[src/rtl/jt900h_div_ctl_if.sv]
// Request/result bus of the divide sequencer plus its link to the shared divider.
// slave = the sequencer; master = execution unit and divider side.
interface jt900h_div_ctl_if;
  logic        req;
  logic        sign;
  logic        len;
  logic [31:0] dividend;
  logic [15:0] divisor;
  logic        busy;
  logic        done;
  logic [31:0] result;
  logic        v;
  logic [31:0] div_op0;
  logic [15:0] div_op1;
  logic        div_len;
  logic        div_start;
  logic [15:0] div_quot;
  logic [15:0] div_rem;
  logic        div_busy;
  logic        div_v;

  modport slave (
    input  req, sign, len, dividend, divisor, div_quot, div_rem, div_busy, div_v,
    output busy, done, result, v, div_op0, div_op1, div_len, div_start
  );

  modport master (
    output req, sign, len, dividend, divisor, div_quot, div_rem, div_busy, div_v,
    input  busy, done, result, v, div_op0, div_op1, div_len, div_start
  );
endinterface

[src/rtl/jt900h_div_ctl.sv]
// DIV/DIVS sequencer: feeds operand magnitudes to the unsigned divider, then
// restores signs, checks overflow and packs the register-ready result.
module jt900h_div_ctl (
  input  logic               clk,
  input  logic               rst,
  input  logic               cen,
  jt900h_div_ctl_if.slave    bus
);

  typedef enum logic [2:0] {IDLE, PREP, START, WAIT, FIX, DONE} state_t;

  state_t      state_q;
  logic        sign_q, len_q;
  logic [31:0] dvd_q;
  logic [15:0] dvs_q;
  logic        neg_quot_q, neg_rem_q;
  logic        busy_q, done_q, v_q, start_q, div_len_q;
  logic [31:0] result_q, op0_q;
  logic [15:0] op1_q;

  logic        sd, sv, dvs_zero_d, ovf_d;
  logic [15:0] dvd_lo_d, dvs_lo_d, q_fix_d, r_fix_d, lim_d;
  logic [31:0] mag_dvd_d, packed_d;
  logic [15:0] mag_dvs_d;

  always_comb begin
    sd         = len_q ? dvd_q[31] : dvd_q[15];
    sv         = len_q ? dvs_q[15] : dvs_q[7];
    dvd_lo_d   = (sign_q && sd) ? -dvd_q[15:0] : dvd_q[15:0];
    dvs_lo_d   = (sign_q && sv) ? -{8'h0, dvs_q[7:0]} : {8'h0, dvs_q[7:0]};
    mag_dvd_d  = {16'h0, dvd_lo_d};
    mag_dvs_d  = {8'h0, dvs_lo_d[7:0]};
    dvs_zero_d = (dvs_q[7:0] == 8'h0);
    if (len_q) begin
      mag_dvd_d  = (sign_q && sd) ? -dvd_q : dvd_q;
      mag_dvs_d  = (sign_q && sv) ? -dvs_q : dvs_q;
      dvs_zero_d = (dvs_q == 16'h0);
    end
    q_fix_d = neg_quot_q ? -bus.div_quot : bus.div_quot;
    r_fix_d = neg_rem_q  ? -bus.div_rem  : bus.div_rem;
    // A negative quotient may reach one step further than a positive one
    lim_d = len_q ? (neg_quot_q ? 16'h8000 : 16'h7FFF)
                  : (neg_quot_q ? 16'h0080 : 16'h007F);
    ovf_d = bus.div_v
          | (sign_q && (bus.div_quot > lim_d))
          | (!len_q && (bus.div_quot[15:8] != 8'h0));
    packed_d = len_q ? {r_fix_d, q_fix_d} : {16'h0, r_fix_d[7:0], q_fix_d[7:0]};
  end

  always_ff @(posedge clk) begin
    if (rst) begin
      state_q    <= IDLE;
      sign_q     <= 1'b0;
      len_q      <= 1'b0;
      dvd_q      <= 32'h0;
      dvs_q      <= 16'h0;
      neg_quot_q <= 1'b0;
      neg_rem_q  <= 1'b0;
      busy_q     <= 1'b0;
      done_q     <= 1'b0;
      v_q        <= 1'b0;
      start_q    <= 1'b0;
      div_len_q  <= 1'b0;
      result_q   <= 32'h0;
      op0_q      <= 32'h0;
      op1_q      <= 16'h0;
    end else if (cen) begin
      case (state_q)
        IDLE: begin
          done_q <= 1'b0;
          if (bus.req) begin
            sign_q    <= bus.sign;
            len_q     <= bus.len;
            dvd_q     <= bus.dividend;
            dvs_q     <= bus.divisor;
            div_len_q <= bus.len;
            busy_q    <= 1'b1;
            state_q   <= PREP;
          end
        end
        PREP: begin
          neg_quot_q <= sign_q & (sd ^ sv);
          neg_rem_q  <= sign_q & sd;
          op0_q      <= mag_dvd_d;
          op1_q      <= mag_dvs_d;
          // Divide-by-zero never reaches the divider
          if (dvs_zero_d) begin
            v_q      <= 1'b1;
            result_q <= dvd_q;
            state_q  <= DONE;
          end else begin
            start_q  <= 1'b1;
            state_q  <= START;
          end
        end
        START: begin
          if (bus.div_busy) begin
            start_q <= 1'b0;
            state_q <= WAIT;
          end
        end
        WAIT: begin
          if (!bus.div_busy) state_q <= FIX;
        end
        FIX: begin
          v_q      <= ovf_d;
          result_q <= ovf_d ? dvd_q : packed_d;
          state_q  <= DONE;
        end
        DONE: begin
          done_q  <= 1'b1;
          busy_q  <= 1'b0;
          state_q <= IDLE;
        end
        default: state_q <= IDLE;
      endcase
    end
  end

  assign bus.busy      = busy_q;
  assign bus.done      = done_q;
  assign bus.result    = result_q;
  assign bus.v         = v_q;
  assign bus.div_op0   = op0_q;
  assign bus.div_op1   = op1_q;
  assign bus.div_len   = div_len_q;
  assign bus.div_start = start_q;

endmodule

[src/flat_wrapper.sv]
// flat-port wrapper written by rule: the top's interface ports become plain ports
module jt900h_div_ctl_flat 
  (clk, rst, cen, bus_req, bus_sign, bus_len, bus_dividend, bus_divisor, bus_div_quot, bus_div_rem, bus_div_busy, bus_div_v, bus_busy, bus_done, bus_result, bus_v, bus_div_op0, bus_div_op1, bus_div_len, bus_div_start);
  jt900h_div_ctl_if bus_i ();
  input  logic clk;
  input  logic rst;
  input  logic cen;
  input wire logic [$bits(bus_i.req)-1:0] bus_req;
  input wire logic [$bits(bus_i.sign)-1:0] bus_sign;
  input wire logic [$bits(bus_i.len)-1:0] bus_len;
  input wire logic [$bits(bus_i.dividend)-1:0] bus_dividend;
  input wire logic [$bits(bus_i.divisor)-1:0] bus_divisor;
  input wire logic [$bits(bus_i.div_quot)-1:0] bus_div_quot;
  input wire logic [$bits(bus_i.div_rem)-1:0] bus_div_rem;
  input wire logic [$bits(bus_i.div_busy)-1:0] bus_div_busy;
  input wire logic [$bits(bus_i.div_v)-1:0] bus_div_v;
  output wire logic [$bits(bus_i.busy)-1:0] bus_busy;
  output wire logic [$bits(bus_i.done)-1:0] bus_done;
  output wire logic [$bits(bus_i.result)-1:0] bus_result;
  output wire logic [$bits(bus_i.v)-1:0] bus_v;
  output wire logic [$bits(bus_i.div_op0)-1:0] bus_div_op0;
  output wire logic [$bits(bus_i.div_op1)-1:0] bus_div_op1;
  output wire logic [$bits(bus_i.div_len)-1:0] bus_div_len;
  output wire logic [$bits(bus_i.div_start)-1:0] bus_div_start;
  assign bus_i.req = bus_req;
  assign bus_i.sign = bus_sign;
  assign bus_i.len = bus_len;
  assign bus_i.dividend = bus_dividend;
  assign bus_i.divisor = bus_divisor;
  assign bus_i.div_quot = bus_div_quot;
  assign bus_i.div_rem = bus_div_rem;
  assign bus_i.div_busy = bus_div_busy;
  assign bus_i.div_v = bus_div_v;
  assign bus_busy = bus_i.busy;
  assign bus_done = bus_i.done;
  assign bus_result = bus_i.result;
  assign bus_v = bus_i.v;
  assign bus_div_op0 = bus_i.div_op0;
  assign bus_div_op1 = bus_i.div_op1;
  assign bus_div_len = bus_i.div_len;
  assign bus_div_start = bus_i.div_start;
  jt900h_div_ctl u_core (.clk(clk), .rst(rst), .cen(cen), .bus(bus_i));
endmodule
[config.mk]
export PLATFORM = sky130hd
export DESIGN_NAME = jt900h_div_ctl_flat
export DESIGN_NICKNAME = d
export VERILOG_FILES = /design/src/rtl/jt900h_div_ctl_if.sv /design/src/rtl/jt900h_div_ctl.sv /design/src/flat_wrapper.sv
export SDC_FILE = /design/constraint.sdc
export NUM_CORES = 1
export LEC_CHECK = 0
export BUFFER_PORTS_ARGS = -buffer_cell sky130_fd_sc_hd__buf_4
export CAP_MARGIN = 15
export CORE_MARGIN = 2
export CORE_UTILIZATION = 25
export CTS_CLUSTER_SIZE = 28
export DETAILED_ROUTE_END_ITERATION = 6
export GPL_TIMING_DRIVEN = 0
export PLACE_DENSITY = 0.41
export REMOVE_ABC_BUFFERS = 1
export SYNTH_ARGS = -nofsm -noshare
export SYNTH_HDL_FRONTEND = slang
export SYNTH_SLANG_ARGS = --single-unit
[constraint.sdc]
create_clock -name clk -period 4.43 [get_ports clk]
set_input_delay 0.443 -clock clk [delete_from_list [all_inputs] [get_ports clk]]
set_output_delay 0.443 -clock clk [all_outputs]
set_load 0.02 [all_outputs]
==> results of run 1 <==
## timing repair
| item | in CTS | in global routing |
|---|---|---|
| resized for setup | 1 | 1 |
| pin swaps | 0 | 0 |
| hold buffers | 0 | 0 |
| setup endpoints to repair | 11 | 17 |
| buffers inserted | 0 | 0 |
## worst max-delay path, delay by kind of cell (launching register included)
kind                       cells  cell delay, ns
buffers and inverters          1            0.12
AOI/OAI and AO/OA              4            1.88
DFF                            1            0.87
adders and majority gates      2            0.59
and+or+nand+nor                2            0.63
## cell families (layout without fill, tap and decap cells)
| kind of cell | count (synthesis) | in the layout |
|---|---|---|
| adder cells (fa/ha/maj) | 22 | 22 |
| flip-flops | 139 | 139 |
| XOR/XNOR | 71 | 71 |
| buffers and inverters | 86 | 229 |
| multiplexers | 8 | 8 |
| AND/OR/NAND/NOR | 338 | 338 |
| AO/OA/AOI/OAI | 264 | 264 |
## path summary, 6_finish.rpt
check / from / cells past startpoint / slack (ns) / endpoint
hold / removal: bus_div_busy / 2 / 0.23 / u_core.bus.div_start
hold reg to reg: u_core.bus.div_op0[28] / 2 / 0.45 / u_core.bus.div_op0[28]
setup / recovery: u_core.len_q / 9 / 0.27 / u_core.bus.result[26]
setup reg to reg: u_core.len_q / 9 / 0.27 / u_core.bus.result[26]
## layout make-up
type | instances | area (µm²) | area share [%]
tap | 390 | 488 | 5.00
inverter | 17 | 63.8 | 0.654
clock inverter | 14 | 206 | 2.12
timing repair buffer | 180 | 1420 | 14.5
multi-input combinational | 703 | 4370 | 44.8
sequential | 139 | 2780 | 28.5
clock buffer | 18 | 429 | 4.40
## stage by stage
stage	setup TNS (ns)	power [mW]	setup slack [ns]	utilization, %
global placement	-405.39	1.96	-6.41	30.3
detailed placement	-1.46	1.97	-0.162	30.8
finish	0	3.53	0.269	33.0
CTS	0	3.57	0.00237	32.9
global route	0	3.69	0.00930	33.0
floorplan	-86.31	1.69	-2.04	-
## state kept, by name, indices dropped and copies added (netlist names), 3 cells and up
register and cells:
u_core.dvs_q 16, u_core.bus.result 32, u_core.state_q 3, u_core.bus.div_op0 32
u_core.bus.div_op1 16, u_core.dvd_q 32
## synth_stat cells, drive strengths merged, types with 6 or more instances
cell / n / area share, %
a211oi: 23 / 2.3
a21oi: 77 / 5.1
a221o: 7 / 0.93
a22oi: 7 / 0.70
a311oi: 19 / 2.2
buf: 7 / 0.67
clkbuf: 60 / 3.1
dfxtp: 139 / 37
ha: 22 / 3.7
inv: 17 / 0.85
mux2i: 7 / 0.93
nand2: 159 / 8.0
nand2b: 7 / 0.58
nand3: 11 / 0.73
nand4: 11 / 0.92
nor2: 74 / 3.7
nor3: 12 / 0.80
nor4: 15 / 1.3
o211ai: 6 / 0.60
o21ai: 56 / 3.7
o31ai: 23 / 2.9
o41ai: 13 / 1.5
or3: 9 / 0.80
or4: 13 / 1.4
xnor2: 27 / 3.2
xor2: 44 / 5.1
## per-layer routing
metal  up-vias  GRT usage (%)  share of wire [%]
li1       3618              -                  -
met4         2           4.55                1.0
met1      3316           22.9                 48
met5         -              0              0.049
met2       162           26.9                 46
met3        16           3.57                5.7
## power groups by stage
stage                     clock (mW)  sequential [mW]  combinational [mW]
after floorplan                    0             1.42               0.272
after global placement             0             1.41               0.549
after detailed placement           0             1.41               0.559
after CTS                       1.64             1.38               0.561
after global routing            1.69             1.39               0.617
final                           1.60             1.38               0.554
==> results by group, run 1 <==
Floorplanning
  – Width of the chip: 177 µm
  – Core Footprint: 29600 µm²
  – Row cnt: 63
  – Vertical extent of the die: 177 µm
  – Die footprint: 31400 µm²
  – I/O Pins: 173
  – Effective utilization at floorplan: 25.4%

Worst setup path
  – Critical path startpoint category: register
  – Critical path data required time: 4.80 ns
  – Cell mode on critical path: sky130_fd_sc_hd__ha_1
  – Worst Path Arrival: 4.53 ns
  – Endpoint class of the critical path: register
  – Critical path class: reg2reg
  – Max incr delay on CP: 1.01 ns
  – Maximum fanout along the worst path: 19
  – Crit-path cells: ha_1 -> inv_1 -> ha_1 -> nand4_1 -> or3_1 -> a21o_1 -> a31o_2 -> a211oi_1 -> a221o_1
  – Critical-path cell with the highest stage delay: sky130_fd_sc_hd__a211oi_1

Global route
  – Overall routing resource usage: 16.9%
  – Number of global-route vias before repair: 6931
  – Number of antenna violations at the first check in global routing: 1
  – Aggregate global routing overflow: 0
  – Largest net degree at the start of global routing: 64
  – Global-route wire length before repair: 40.6 mm

Placement
  – Detailed placer's ending HPWL: 19.2 mm
  – Port-buffer cells: 172
  – Final Wtd Congestion: 0.789
  – Instance area at placement: 9100 µm²
  – Placed cell count: 1428

Synthesis
  – Most frequently used flop master after synthesis: sky130_fd_sc_hd__dfxtp_1
  – Xor and xnor area share after synthesis: 8.29%
  – Syn Area/Cell: 8.09 µm²
  – Proportion of synthesized chip area in sequential cells: 37.1%
  – Number of synthesis warnings: 0
  – Largest family of logic cells by synthesized area: compound AO/OA/AOI/OAI gates
  – Netlist Area Pre-Place: 7500 µm²
  – Count of different cell masters after synthesis: 68
  – Share of cell area taken by muxes after synthesis: 1.08%
  – Area fraction in and, or, nand and nor cells after synthesis: 20.9%
  – Fraction of registers with async set/reset: 0%
  – Post-Synthesis Cells: 928
  – Fraction of the mapped netlist area in adder cells: 3.67%
  – Count of flip-flops with a built-in enable after synthesis: 0
  – #FFs+latches synth: 139
  – Area fraction in compound gates after synthesis: 23.7%

Route
  – Final Routed Wirelength: 26.3 mm
  – Overall via count from detail_route: 7114
  – Remaining DRCs: 3
  – Antenna-violating nets left: 0
  – Average wire per standard cell: 18.0 µm
  – First-pass iteration count of the detailed router: 7
  – Initial DRC Count: 422
  – Average vias per placed instance: 4.87

Power and ir drop
  – Comb pwr share: 15.7%
  – Net switching share of the total power: 29.6%
  – Portion of total power attributed to the clock network: 45.3%
  – P per Cell Area: 362 nW/µm²
  – Switching Power: 1.04 mW
  – Static power due to leakage: 3.51 nW
  – Power Internal: 2.49 mW
  – Worst ir drop on vdd: 0.218 mV
  – Sequential fraction of design power: 39.0%

Min path
  – Hold Path Class: in2reg

Finish
  – Filler Cells Inserted: 3166
  – Fraction of final layout cells with drive strength greater than 1: 22.7%
  – Top library cells by usage in the layout, fill and taps aside: sky130_fd_sc_hd__buf_4, sky130_fd_sc_hd__nand2_1, sky130_fd_sc_hd__dfxtp_1
  – Number of inserted diodes: 0
  – Final cell count without fillers: 1461
  – Cell area after layout: 9760 µm²
  – Most frequent standard cell in the layout excluding fill and tap cells: sky130_fd_sc_hd__buf_4
  – Number of nets at the end of the flow: 1168
  – Area added between synthesis and finish: 30.1%

Timing
  – RSZ-0062 raised after global routing: false
  – Min Hold Slack: 0.230 ns
  – Final Critical Period: 4.16 ns
  – Final setup vio count: 0
  – Setup Skew: 0.0123 ns
  – Final worst path period share: 93.9%
  – Final number of max-transition violations: 0
  – Upper clock frequency limit: 240 MHz
  – Pin slew with the least headroom to its limit: 1.16 ns
  – Worst relative slew slack: 22.4%
  – Final Hold Violating Endpoints: 0

Flow run
  – Maxcap violations: 0

CTS
  – Inserted Clock Buffers: 17
  – Worst skew pair latency: 0.43 ns
  – CTS Buffer Depth: 2
  – H-tree lvl count: 4
  – Clock-pin slew reported for the worst setup and hold paths after clock tree synthesis: 0.07 ns
  – CTS tree: yes
  – Number of clock sinks seen by CTS: 139
  – CTS root buf: sky130_fd_sc_hd__clkbuf_16

Status
  – Result of the run: complete, but fails checks
  – Failing checks: design-rule violations
No activity file was read; power rests on OpenSTA's default activity.
==> run 2: changes to the inputs <==
--- a/config.mk
+++ b/config.mk
@@ -7,7 +7,7 @@
 export LEC_CHECK = 0
 export BUFFER_PORTS_ARGS = -buffer_cell sky130_fd_sc_hd__buf_4
 export CAP_MARGIN = 15
-export CORE_MARGIN = 2
+export CORE_MARGIN = 5
 export CORE_UTILIZATION = 25
 export CTS_CLUSTER_SIZE = 28
 export DETAILED_ROUTE_END_ITERATION = 6
==> results by group, run 2 (synthesized netlist as in run 1, its figures left out) <==
Timing
  – Upper clock frequency limit: 247 MHz (+2.8%)
  – Pin slew with the least headroom to its limit: 1.02 ns (-0.136 ns)
  – Worst Setup Slack, final: 0.381 ns (+0.112 ns)
  – Setup Skew: 0.0111 ns (-0.00113 ns)
  – Final number of max-transition violations: 0 (unchanged)
  – Final worst path period share: 91.4% (-2.5 points)
  – RSZ-0062 raised after global routing: false
  – Accumulated negative setup slack: 0 ns (unchanged)
  – Worst relative slew slack: 31.7% (+9.3 points)
  – Final Critical Period: 4.05 ns (-0.112 ns)
  – Final setup vio count: 0 (unchanged)
  – Final Hold Violating Endpoints: 0 (unchanged)

CTS
  – CTS Buffer Depth: 2 (unchanged)
  – Worst skew pair latency: 0.42 ns (about the same)
  – Number of clock sinks seen by CTS: 139 (unchanged)
  – H-tree lvl count: 4 (unchanged)
  – Hold_buf cts: 0 (unchanged)
  – Inserted Clock Buffers: 17 (unchanged)
  – Setup fix buffers added after clock tree synthesis: 0 (unchanged)
  – Clock-pin slew reported for the worst setup and hold paths after clock tree synthesis: 0.07 ns (about the same)
  – CTS root buf: sky130_fd_sc_hd__clkbuf_16
  – CTS tree: yes

Route
  – Remaining DRCs: 0 (-3)
  – Average wire per standard cell: 18.5 µm (+2.5%)
  – Final Routed Wirelength: 27.0 mm (+2.6%)
  – First-pass iteration count of the detailed router: 5 (-2)
  – Antenna-violating nets left: 0 (unchanged)
  – Initial DRC Count: 333 (-21%)
  – Overall via count from detail_route: 7161 (+0.66%)
  – Average vias per placed instance: 4.90 (+0.59%)

Worst setup path
  – Critical register-to-register path endpoint: u_core.bus.result[22]
  – Critical path startpoint category: register
  – Worst Path Arrival: 4.35 ns (-0.18 ns)
  – Critical-path cell with the highest stage delay: sky130_fd_sc_hd__a2111oi_1
  – Endpoint class of the critical path: register
  – Depth of the worst register-to-register path: 11 (+2)
  – R2R Setup Slk: 0.38 ns (+0.11 ns)
  – Maximum fanout along the worst path: 23 (+4)
  – Crit-path cells: inv_1 -> ha_1 -> inv_1 -> ha_1 -> a21o_1 -> a21o_1 -> a2111oi_1 -> a31o_2 -> a211oi_1 -> buf_4 -> a221o_1
  – Critical path data required time: 4.73 ns (-0.07 ns)
  – Worst Path Buf+Inv: 3 (+2)
  – Gate family responsible for the most delay along the worst path: compound AO/OA/AOI/OAI gates
  – Max incr delay on CP: 0.76 ns (-0.25 ns)
  – Critical path class: reg2reg
  – Launch instance of the worst register-to-register path: u_core.neg_quot_q

Power and ir drop
  – Static power due to leakage: 3.55 nW (+0.89%)
  – Design Power: 3.52 mW (-0.45%)
  – P per Cell Area: 358 nW/µm² (-0.97%)
  – Worst ir drop on vdd: 0.221 mV (+1.0%)

Finish
  – End-of-flow core utilization: 33.1% (+0.085 points)
  – Filler Cells Inserted: 3229 (+2.0%)
  – Area occupied by multi-input gates: 4370 µm² (unchanged)
  – Top library cells by usage in the layout, fill and taps aside: sky130_fd_sc_hd__buf_4, sky130_fd_sc_hd__nand2_1, sky130_fd_sc_hd__dfxtp_1
  – Fraction of final layout cells with drive strength greater than 1: 22.9% (+0.26 points)
  – Area used by sequential logic in the layout: 2790 µm² (about the same)
  – Number of inserted diodes: 0 (unchanged)
  – Most frequent standard cell in the layout excluding fill and tap cells: sky130_fd_sc_hd__buf_4
  – Area added between synthesis and finish: 30.7%
  – Number of nets at the end of the flow: 1170 (+0.17%)

Placement
  – Placement-stage worst setup slack: -0.163 ns (-0.000799 ns)
  – Detailed placer's ending HPWL: 19.6 mm (+2.2%)
  – Final Wtd Congestion: 0.765 (-3.0%)
  – Port-buffer cells: 172 (unchanged)

Global route
  – Largest net degree at the start of global routing: 63 (-1.6%)
  – Number of antenna violations at the first check in global routing: 0 (-1)
  – Aggregate global routing overflow: 0 (unchanged)
  – Number of global-route vias before repair: 7028 (+1.4%)
  – Overall routing resource usage: 15.8% (-1.0 points)
  – Global-route wire length before repair: 41.6 mm (+2.5%)

Floorplanning
  – Core Footprint: 29600 µm² (+0.27%)
  – I/O Pins: 173 (unchanged)
  – Vertical extent of the die: 183 µm (+3.4%)
  – Row cnt: 63 (unchanged)
  – Width of the chip: 183 µm (+3.4%)
  – Effective utilization at floorplan: 25.3% (-0.068 points)
  – Die footprint: 33600 µm² (+6.9%)

Min path
  – Hold Path Class: in2reg
  – Worst hold path depth: 2 (unchanged)
  – Capture endpoint of the worst hold path: u_core.bus.div_start
  – Beginning of the worst hold path: bus_div_busy

Status
  – Result of the run: completed

Flow run
  – Maxcap violations: 0 (unchanged)
==> run 2: how the worst max path moves through the flow <==
stage	startpoint	endpoint	slack (ns)	cells past startpoint
floorplan	cen	u_core.bus.result[18]	-2.04	6
global placement	cen	u_core.bus.div_op0[16]	-6.73	4
detailed placement	u_core.neg_quot_q	u_core.bus.result[29]	-0.16	11
CTS	u_core.len_q	u_core.bus.result[22]	0.22	10
global route	u_core.neg_quot_q	u_core.bus.result[26]	0.03	11
finish	u_core.neg_quot_q	u_core.bus.result[22]	0.38	11
==> run 2: report_power, final <==
group          switching, mW  leakage (nW)  internal (mW)
Combinational          0.333          2.11          0.226
Clock                  0.616         0.311          0.963
Sequential            0.0720          1.13           1.31
==> run 2: timing repair <==
action / 4_1_cts / 5_1_grt
setup endpoints to repair: 10 / 8
pin swaps: 0 / 0
resized for setup: 2 / 1
==> run 2: routing by layer <==
| metal | GRT usage, % | vias to the layer above | share of wire, % |
|---|---|---|---|
| met1 | 21.0 | 3361 | 46 |
| met2 | 26.1 | 168 | 47 |
| met5 | 0 | - | 0 |
| met3 | 3.55 | 21 | 5.5 |
| li1 | - | 3611 | - |
| met4 | 3.99 | 0 | 1.2 |
==> run 2: per-stage QoR <==
step	std cells	hold slack [ns]	cell area, µm²
final	1462	0.247	9810
after global routing	1462	0.237	9810
after CTS	1460	0.225	9760
after detailed placement	1429	0.444	9130
after global placement	1421	0.440	8950
after floorplan	859	0.455	7170
==> run 2: final cells by class <==
type	instances	area share, %
clock buffers	18	4.48
well taps	390	4.97
repair buffers	182	15.0
flip-flops and latches	139	28.4
inverters	17	0.650
multi-input cells	703	44.6
clock inverters	13	1.95
==> run 3: changes to the inputs <==
--- a/config.mk
+++ b/config.mk
@@ -7,7 +7,6 @@
 export LEC_CHECK = 0
 export BUFFER_PORTS_ARGS = -buffer_cell sky130_fd_sc_hd__buf_4
 export CAP_MARGIN = 15
-export CORE_MARGIN = 5
 export CORE_UTILIZATION = 25
 export CTS_CLUSTER_SIZE = 28
 export DETAILED_ROUTE_END_ITERATION = 6
==> results by group, run 3 (synthesized netlist as in run 1, its figures left out) <==
Timing
  – RSZ-0062 raised after global routing: false
  – Setup Skew: 0.0134 ns (+0.00231 ns)
  – Worst relative slew slack: 30.5% (-1.2 points)
  – Final worst path period share: 92.9% (+1.5 points)
  – Final Critical Period: 4.11 ns (+0.0652 ns)
  – Worst Setup Slack, final: 0.316 ns (-0.0652 ns)
  – Final Hold Violating Endpoints: 0 (unchanged)
  – Accumulated negative setup slack: 0 ns (unchanged)
  – Final setup vio count: 0 (unchanged)
  – Pin slew with the least headroom to its limit: 1.04 ns (+0.0180 ns)
  – Min Hold Slack: 0.233 ns (-0.0137 ns)
  – Final number of max-transition violations: 0 (unchanged)
  – Upper clock frequency limit: 243 MHz (-1.6%)

Placement
  – Port-buffer cells: 172 (unchanged)
  – Detailed placer's ending HPWL: 19.1 mm (-2.7%)
  – Final Wtd Congestion: 0.787 (+2.9%)
  – Placed cell count: 1429 (unchanged)
  – Instance area at placement: 9130 µm² (unchanged)
  – Placement-stage worst setup slack: -0.159 ns (+0.00376 ns)

Flow run
  – Maxcap violations: 0 (unchanged)

Floorplanning
  – I/O Pins: 173 (unchanged)
  – Vertical extent of the die: 175 µm (-4.4%)
  – Effective utilization at floorplan: 25.4% (+0.068 points)
  – Core Footprint: 29600 µm² (-0.27%)
  – Width of the chip: 175 µm (-4.4%)
  – Row cnt: 63 (unchanged)
  – Die footprint: 30700 µm² (-8.5%)

Worst setup path
  – Critical path data required time: 4.74 ns (about the same)
  – Endpoint class of the critical path: register
  – Critical path startpoint category: register
  – Critical path class: reg2reg
  – Maximum fanout along the worst path: 23 (unchanged)
  – Worst Path Arrival: 4.43 ns (+0.08 ns)

Power and ir drop
  – P per Cell Area: 343 nW/µm² (-4.3%)
  – Static power due to leakage: 3.49 nW (-1.5%)
  – Worst ir drop on vdd: 0.232 mV (+5.2%)

Finish
  – Final cell count without fillers: 1463 (+0.068%)
  – Area added between synthesis and finish: 29.5%
  – Number of inserted diodes: 0 (unchanged)
  – Most frequent standard cell in the layout excluding fill and tap cells: sky130_fd_sc_hd__buf_4
  – Number of nets at the end of the flow: 1170 (unchanged)
  – Cell area after layout: 9720 µm² (-0.92%)
  – Fraction of final layout cells with drive strength greater than 1: 23.0% (+0.072 points)
  – Top library cells by usage in the layout, fill and taps aside: sky130_fd_sc_hd__buf_4, sky130_fd_sc_hd__nand2_1, sky130_fd_sc_hd__dfxtp_1

Global route
  – Number of global-route vias before repair: 7013 (-0.21%)
  – Overall routing resource usage: 17.2% (+1.4 points)
  – Global-route wire length before repair: 40.8 mm (-2.0%)
  – Aggregate global routing overflow: 0 (unchanged)
  – Number of antenna violations at the first check in global routing: 1 (+1)
  – Largest net degree at the start of global routing: 69 (+9.5%)

CTS
  – CTS Buffer Depth: 2 (unchanged)
  – Clock-pin slew reported for the worst setup and hold paths after clock tree synthesis: 0.07 ns (about the same)
  – H-tree lvl count: 4 (unchanged)
  – CTS tree: yes
  – Worst skew pair latency: 0.43 ns (about the same)
  – CTS root buf: sky130_fd_sc_hd__clkbuf_16
  – Inserted Clock Buffers: 17 (unchanged)
  – Number of clock sinks seen by CTS: 139 (unchanged)

Route
  – Detailed-routing wirelength on met1: 12.4 mm (about the same)
  – Average vias per placed instance: 4.87 (-0.64%)
  – Final Routed Wirelength: 26.2 mm (-2.9%)
  – Remaining DRCs: 0 (unchanged)
  – Overall via count from detail_route: 7120 (-0.57%)
  – First-pass iteration count of the detailed router: 6 (+1)
  – Wire length on met2: 12.2 mm (-3.8%)
  – Length of routed met3 wiring: 1.28 mm (-14%)
  – Uppermost signal routing layer after detailed routing: met5
  – Average wire per standard cell: 17.9 µm (-3.0%)
  – Antenna-violating nets left: 0 (unchanged)
  – Initial DRC Count: 388 (+17%)

Status
  – Result of the run: completed

Min path
  – Hold Path Class: in2reg
-- run 3: area by class of cell --
| cell class | instances | area (µm²) |
|---|---|---|
| Fill cell | 3198 | 19800 |
| Multi-Input combinational cell | 703 | 4370 |
| Sequential cell | 139 | 2790 |
| Timing Repair Buffer | 182 | 1460 |
| Tap cell | 390 | 488 |
| Clock buffer | 17 | 425 |
| Clock inverter | 15 | 130 |
| Inverter | 17 | 63.8 |
-- run 3: layer usage --
layer  GRT usage [%]  vias to the layer above
met5               0                        -
met4            4.20                        2
met3            3.72                       15
met2            28.2                      144
met1            22.9                     3343
li1                -                     3616
-- run 3: path summary, 6_finish.rpt --
path	from	end	slack [ns]	cells past startpoint
hold reg to reg	u_core.bus.div_op0[25]	u_core.bus.div_op0[25]	0.45	2
setup reg to reg	u_core.neg_quot_q	u_core.bus.result[26]	0.32	11
hold / removal	bus_div_busy	u_core.bus.div_start	0.23	2
setup / recovery	u_core.neg_quot_q	u_core.bus.result[26]	0.32	11
-- run 3: power by group --
group	switching (mW)	leakage (nW)	internal, mW
sequential	0.0707	1.13	1.31
combinational	0.330	2.10	0.225
clock	0.665	0.263	0.737
total	1.07	3.49	2.27
-- run 3: stage by stage --
stage	utilization [%]	power, mW
5_1_grt	32.9	3.50
2_1_floorplan	-	1.69
3_3_place_gp	30.3	1.96
3_5_place_dp	30.9	1.97
4_1_cts	32.8	3.38
6_report	32.9	3.33
-- run 3: critical path: stages, from the launching register on --
cell,delay (ns)
sky130_fd_sc_hd__dfxtp_2,0.60
sky130_fd_sc_hd__inv_1,0.18
sky130_fd_sc_hd__ha_1,0.21
sky130_fd_sc_hd__inv_1,0.18
sky130_fd_sc_hd__ha_1,0.29
sky130_fd_sc_hd__a21o_1,0.18
sky130_fd_sc_hd__a21o_1,0.16
sky130_fd_sc_hd__a2111oi_1,0.81
sky130_fd_sc_hd__a31o_2,0.60
sky130_fd_sc_hd__a211oi_1,0.22
sky130_fd_sc_hd__buf_2,0.26
sky130_fd_sc_hd__a221o_1,0.30
-- run 3: timing repair --
action                                  in CTS  in global routing
hold buffers                                 0                  0
hold endpoints to repair                     0                  0
pin swaps                                    0                  0
resized for setup                            1                  2
endpoints found under the setup margin      11                 23
setup buffers                                0                  0
